--- config.mk ---
export PLATFORM = sky130hd
export DESIGN_NAME = gnn_neighbor_aggr
export DESIGN_NICKNAME = d
export VERILOG_FILES = /design/src/rtl/gnn_neighbor_aggr.sv
export SDC_FILE = /design/constraint.sdc
export NUM_CORES = 1
export LEC_CHECK = 0
export CORE_MARGIN = 5
export CORE_UTILIZATION = 50
export CTS_CLUSTER_DIAMETER = 50
export DETAILED_ROUTE_END_ITERATION = 6
export PLACE_DENSITY = 0.69
export SETUP_SLACK_MARGIN = 0.1
export SKIP_CTS_REPAIR_TIMING = 1
export SLEW_MARGIN = 20
export SYNTH_ARGS = -nofsm -noshare
export SYNTH_HDL_FRONTEND = slang
export SYNTH_SLANG_ARGS = --single-unit
export TNS_END_PERCENT = 50
--- constraint.sdc ---
create_clock -name clk -period 12.1 [get_ports clk]
set_clock_uncertainty 0.1 [all_clocks]
set_input_delay 2.42 -clock clk [delete_from_list [all_inputs] [get_ports clk]]
set_output_delay 2.42 -clock clk [all_outputs]
set_load 0.01 [all_outputs]
--- src/rtl/gnn_neighbor_aggr.sv ---
// gnn_neighbor_aggr: shadows the compute block's 4-phase schedule and adds stored neighbour features to the live ReLU outputs
module gnn_neighbor_aggr #(
  parameter int NUM_NODES = 4,
  parameter int FEAT_W    = 15,
  parameter int AGGR_W    = 17
) (
  input  logic                        clk,
  input  logic                        rst,
  input  logic                        in_ready,
  input  logic [1:0]                  node_id,
  input  logic [NUM_NODES-1:0]        adj_mask,
  input  logic                        clear,
  input  logic signed [FEAT_W-1:0]    y4_relu_p3,
  input  logic signed [FEAT_W-1:0]    y5_relu_p3,
  input  logic signed [FEAT_W-1:0]    y6_relu_p3,
  input  logic signed [FEAT_W-1:0]    y7_relu_p3,
  output logic signed [AGGR_W-1:0]    y4_aggr_p3,
  output logic signed [AGGR_W-1:0]    y5_aggr_p3,
  output logic signed [AGGR_W-1:0]    y6_aggr_p3,
  output logic signed [AGGR_W-1:0]    y7_aggr_p3,
  output logic                        aggr_valid,
  output logic [NUM_NODES-1:0]        slots_valid
);
  typedef enum logic [1:0] {P_IDLE, P_MUL2, P_AGGR, P_OUT} phase_t;
  phase_t                     phase;
  phase_t                     phase_nxt;
  logic [1:0]                 node_lat;
  logic [NUM_NODES-1:0]       adj_lat;
  logic [NUM_NODES-1:0]       nbr;
  logic                       wr;
  logic signed [FEAT_W-1:0]   relu [4];
  logic signed [AGGR_W-1:0]   sum [4];
  logic signed [FEAT_W-1:0]   mem [NUM_NODES][4];
  assign relu[0] = y4_relu_p3;
  assign relu[1] = y5_relu_p3;
  assign relu[2] = y6_relu_p3;
  assign relu[3] = y7_relu_p3;
  assign phase_nxt = phase == P_IDLE ? (in_ready ? P_MUL2 : P_IDLE) :
                     phase == P_MUL2 ? P_AGGR :
                     phase == P_AGGR ? P_OUT : P_IDLE;
  // out-of-range node ids still aggregate but never land in memory; clear drops the write
  assign wr = phase == P_AGGR && int'(node_lat) < NUM_NODES && !clear;
  always_ff @(posedge clk) begin
    if (rst) begin
      phase       <= P_IDLE;
      node_lat    <= '0;
      adj_lat     <= '0;
      slots_valid <= '0;
    end else begin
      phase <= phase_nxt;
      if (phase == P_IDLE && in_ready) begin
        node_lat <= node_id;
        adj_lat  <= adj_mask;
      end
      slots_valid <= clear ? '0 : wr ? slots_valid | (NUM_NODES'(1) << node_lat) : slots_valid;
    end
  end
  always_ff @(posedge clk) begin
    if (wr && !rst)
      for (int k = 0; k < 4; k++) mem[node_lat][k] <= relu[k];
  end
  // self slot is excluded so the live ReLU value is the only self term
  always_comb begin
    for (int j = 0; j < NUM_NODES; j++)
      nbr[j] = int'(node_lat) != j && adj_lat[j] && slots_valid[j];
    for (int k = 0; k < 4; k++) begin
      sum[k] = AGGR_W'(relu[k]);
      for (int j = 0; j < NUM_NODES; j++)
        sum[k] = nbr[j] ? sum[k] + AGGR_W'(mem[j][k]) : sum[k];
      sum[k] = phase == P_AGGR ? sum[k] : '0;
    end
  end
  assign y4_aggr_p3 = sum[0];
  assign y5_aggr_p3 = sum[1];
  assign y6_aggr_p3 = sum[2];
  assign y7_aggr_p3 = sum[3];
  assign aggr_valid = phase == P_AGGR;
endmodule

# == Word-level counts from Yosys, hierarchy flattened ==
# Memory sizes are Yosys's and may differ from the RTL's.
# Index checks and enable logic that the tools add are counted.
# word_totals
register_bits,12
ramBits,240
input_bits,70
output_inout_bits,73
memories,1
# memory_table
memory,words,word_bits,read_ports,rd_clocked_by_memory_dff,write_ports,line,rtl
mem,4,60,4,0,1,33,logic signed [FEAT_W-1:0] mem [NUM_NODES][4];
# op_classes
n_addsub,16
n_eq_ne,5
n_shift,1
n_mux,26
n_bitwise,1
n_reduce_logical,16
# op_table
cell,n
two-way mux 17 bit,20
adder 17 x 15 -> 17 bit,12
adder 15 x 15 -> 16 bit,4
logical AND 1 bit,11
two-way mux 2 bit,3
inequality test 2 bit (second input constant),2
OR 4 bit,1
<< shifter 1 x 2 -> 4 bit (first input constant),1
two-way mux 1 bit,3
== test 2 x 1 -> 1 bit (second input constant),1
== test 2 bit (second input constant),1
zero test 1 bit,2
zero test 2 bit,1
inequality test 2 x 1 -> 1 bit (second input constant),1
nonzero test 2 bit,1
OR reduction 2 bit,1

# == Logic depth before layout (Yosys ltp) ==
# logic_depth
word_depth,11
mapped_depth,38
depth_no_buf,37

# == Worst setup path after synthesis ==
# Ideal clock, no wire load.
# synth_timing
kind,input-to-output
start,input port y4_relu_p3[0]
end,output port y4_aggr_p3[16]
arrival_time_ps,8764
required_time_ps,9580
path_slack_ps,816
path_stages,35
path_buffers,0
path_cell_list,ha_1 inv_1 fa_1 nor2b_1 o21a_2 o21ai_2 or2b_1 a21oi_1 xor2_1 o21ai_0 ha_1 o21ai_0 a21oi_1 nand3_1 o21ai_1 xor2_1 nand2_1 o311ai_0 ha_1 a21o_1 or4_1 nand2_1 xor2_1 o22ai_1 o21bai_1 ha_1 a21o_1 nand2_1 o21ai_0 a211o_1 a31oi_1 xor2_1 nor3_1 or4_1 a21oi_1
# synth_via
elab_chain_len,9
# synth_lines
element,line,rtl
from (decl),13,"input logic signed [FEAT_W-1:0] y4_relu_p3,"
adder 15 x 15 -> 16 bit,69,sum[k] = nbr[j] ? sum[k] + AGGR_W'(mem[j][k]) : sum[k];
two-way mux 17 bit *,69,
adder 17 x 15 -> 17 bit,69,
two-way mux 17 bit *,69,
adder 17 x 15 -> 17 bit,69,
two-way mux 17 bit *,69,
adder 17 x 15 -> 17 bit,69,
two-way mux 17 bit *,69,
two-way mux 17 bit *,70,sum[k] = phase == P_AGGR ? sum[k] : '0;
to (decl),17,"output logic signed [AGGR_W-1:0] y4_aggr_p3,"
# Every way passes the cells marked *; elsewhere a longest branch is shown, timed or not.

# == Worst setup path in the final report ==
# layout_timing
start,input port y4_relu_p3[3]
end,output port y4_aggr_p3[16]
# The elaborated chain is that of the path after synthesis.

==> impl_metrics.json <==
{
  "syn_inst": 2387,
  "critPathCaptureType": "output port",
  "status": "finished, final reports clean",
  "cts_num_sinks": 252,
  "cts_tree": "built",
  "final_cells": 3443,
  "grt_pass1_wl_mm": 102,
  "yosys-top-cells-area": "edfxtp_1 33%, ha_1 15%, a21oi_1 5.2%",
  "slew_viol_final": 0,
  "synth_area_sq_um": 21800,
  "drive_above_1_share": 0.200,
  "route.detailed.drc": 0,
  "die_width_um": 219,
  "portBuffers": 142,
  "synth-edff-count": 240,
  "path_class": "input pin to output port",
  "syn_nets": 2739,
  "synth_top_area_frac": 0.331,
  "nets": 3183,
  "routedWlPerCell_um": 19.1,
  "syn-mean-instance-area_sq_um": 9.12,
  "hold_viol": 0,
  "finalPower_mw": 2.55,
  "seq_area_sq_um": 7450,
  "slew-limit-headroom": 0.287,
  "core-area_sq_um": 43100,
  "vias": 19985,
  "dp_hpwl_mm": 47.9,
  "clockRootBuffer": "clkbuf_16",
  "placedCellCount": 3352,
  "pin_count": 143,
  "yosysTopAreaCell": "edfxtp_1",
  "multiInputGateArea_sq_um": 14400,
  "fin_crit_ns": 11.86,
  "num-fill-cells": 3530,
  "finish.instance_area_sq_um": 28100,
  "die_area_sq_um": 47800,
  "finalCritPeriodShare": 0.980,
  "worstMarginPinSlew_ns": 1.07,
  "rr_worst_depth": 7,
  "fmax_mhz": 84.3,
  "peakVddDrop_v": 0.0000789,
  "vias_per_cell": 5.80,
  "clock_latency_ns": 0.55,
  "ys_types": 86,
  "finalWeightedCongestion": 0.924,
  "ys_seq_area_frac": 0.342,
  "p_leak_nw": 12.0,
  "drt_wl_total_mm": 65.7,
  "die_h_um": 219,
  "cts.path.max_buffers": 3,
  "rsz0062_at_grt": "true",
  "synth-main-ff-cell": "edfxtp_1",
  "hp-start": "adj_lat[0]$_SDFFE_PP0P_",
  "initial_core_util": 0.506,
  "powerDensity_nw_per_um2": 90.7,
  "rrSetupSlack_ns": 8.28,
  "ys_ff_latch": 252,
  "row_count": 76,
  "ant_nets": 0,
  "finalSetupViolations": 0,
  "r2r-start": "phase[0]$_SDFF_PP0_",
  "grt_usage": 0.265,
  "hold_depth": 2,
  "r2r_end": "mem[2][32]$_DFFE_PP_",
  "antenna_cells": 0,
  "async_flop_share": 0,
  "hold_path.class": "flop to flop",
  "first_global_vias": 19991,
  "place_area_sq_um": 26000,
  "worstPathArrival_ns": 9.34,
  "place_ws_ns": -0.687,
  "holdPathEnd": "adj_lat[0]$_SDFFE_PP0P_",
  "dr.pass1.iters": 6,
  "grt_overflow": 0,
  "whs_ns": 0.380,
  "area_growth_pct": 29.2,
  "setup_ws_ns": 0.241,
  "grt_max_degree": 61,
  "path_clk_slew_ns": 0.05,
  "critPathRequiredTime_ns": 9.58,
  "ys_warn_count": 0,
  "cts-buffers-inserted": 39,
  "max_cap_violations": 0,
  "first_iter_violations": 1307,
  "start_kind": "input pin",
  "antenna_found_initial": 1,
  "htreeDepth": 2,
  "max_stage_delay_ns": 0.48,
  "path_max_fanout": 4,
  "critical_path.slowest_cell": "or4_4"
}
==> worst max path at each step <==
stage / startpoint / end / slack (ns)
after CTS: y4_relu_p3[0] / y4_aggr_p3[16] / -0.77
after detailed placement: y4_relu_p3[0] / y4_aggr_p3[16] / -0.69
final: y4_relu_p3[3] / y4_aggr_p3[16] / 0.24
after global routing: y4_relu_p3[3] / y4_aggr_p3[16] / -0.11
after floorplan: y4_relu_p3[0] / y4_aggr_p3[16] / 0.82
after global placement: y4_relu_p3[0] / y4_aggr_p3[16] / -0.45
==> cells by family (layout without fill, tap and decap cells) <==
logic type / after synthesis / count (layout) / share of synthesized area
and+or+nand+nor: 714 / 714 / 0.151
buffers and inverters: 175 / 646 / 0.0308
AOI/OAI and AO/OA: 740 / 740 / 0.214
xor gates and xnor gates: 182 / 182 / 0.0732
muxes: 42 / 42 / 0.0210
adders and majority gates: 282 / 282 / 0.168
DFF: 252 / 252 / 0.342
==> state kept, by name, summed over array words and instances (netlist names) <==
| name | flops |
|---|---|
| phase | 2 |
| slots_valid | 4 |
| adj_lat | 4 |
| node_lat | 2 |
| mem | 240 |
==> through the flow <==
step / utilization / TNS (ns)
5_1_grt: 0.653 / -0.203
3_3_place_gp: 0.604 / -0.916
4_1_cts: 0.633 / -2.40
3_5_place_dp: 0.604 / -1.85
6_report: 0.653 / 0
2_1_floorplan: - / 0
==> final cells by class <==
class / count / area share
Clock inverter: 24 / 0.00694
Timing Repair Buffer: 468 / 0.139
Sequential cell: 252 / 0.265
Clock buffer: 44 / 0.0369
Multi-Input combinational cell: 1960 / 0.512
Inverter: 110 / 0.0147
Tap cell: 585 / 0.0260
==> worst max-delay path: cells and delay by family <==
family / cells / cell delay [ns]
buffers and inverters: 5 / 0.97
adder cells (fa/ha/maj): 4 / 1.21
XOR/XNOR: 3 / 0.35
AO/OA/AOI/OAI: 14 / 2.46
multiplexers: 2 / 0.46
AND/OR/NAND/NOR: 7 / 1.45
==> per-layer routing <==
metal	part of all wire	vias to the layer above	GRT usage
li1	-	9729	-
met1	0.44	9512	0.351
met2	0.47	611	0.449
met3	0.057	133	0.0352
met4	0.029	0	0.0923
met5	0	-	0
==> cells in the final DEF, fill, tap and decap left out, types with 10 or more instances in the layout <==
master           Yosys  final
nor3_1              61     51
a31oi_1             24     18
or3_1               25     22
ha_1               266    251
a21o_1              56     56
o21ai_1             11     32
a21oi_2              1     34
nand2_1            244    243
dlymetal6s2s_1       0     14
dfxtp_1             12     12
nor2_1             202    196
nor2b_1             33     31
o21bai_1            20     18
mux2i_1             12     11
nand2b_1            37     37
buf_4                1    325
o211a_1             10     10
o21a_1              48     48
o21ai_2              1     15
a211oi_1            21     18
o2bb2ai_1           13     12
o31a_1              13     13
nor3b_1             13     12
nand3_1             42     38
xor2_1              86     86
o31ai_1             20     15
clkbuf_16            0     41
o22ai_1             13     13
fa_1                16     13
o211ai_1            13     13
xnor2_1             96     93
inv_1              109    108
mux2_2              28     26
edfxtp_1           240    240
o21ai_0            170    134
a21oi_1            226    190
clkdlybuf4s50_1      0    125
==> cells in the mapped netlist (10+ instances only) <==
master	n
a21oi_1	226
a21o_1	56
a31oi_1	24
o211ai_1	13
edfxtp_1	240
nand2_1	244
nor3b_1	13
o31ai_1	20
or3_1	25
o2bb2ai_1	13
nand3_1	42
nor3_1	61
and3_1	10
nor2_1	202
nand2b_1	37
dfxtp_1	12
fa_1	16
mux2_2	28
o211a_1	10
clkbuf_1	50
o21bai_1	20
ha_1	266
o31a_1	13
xnor2_1	96
a211oi_1	21
a21boi_0	12
nor2b_1	33
o21ai_1	11
o22ai_1	13
buf_1	11
inv_1	109
mux2i_1	12
o21a_1	48
xor2_1	86
o21ai_0	170
==> where the power goes <==
part | internal, mW | switching, mW
registers | 0.957 | 0.00194
logic | 0.245 | 0.258
clock network | 0.660 | 0.431
total | 1.86 | 0.691
(Power assumes the default switching activity.)
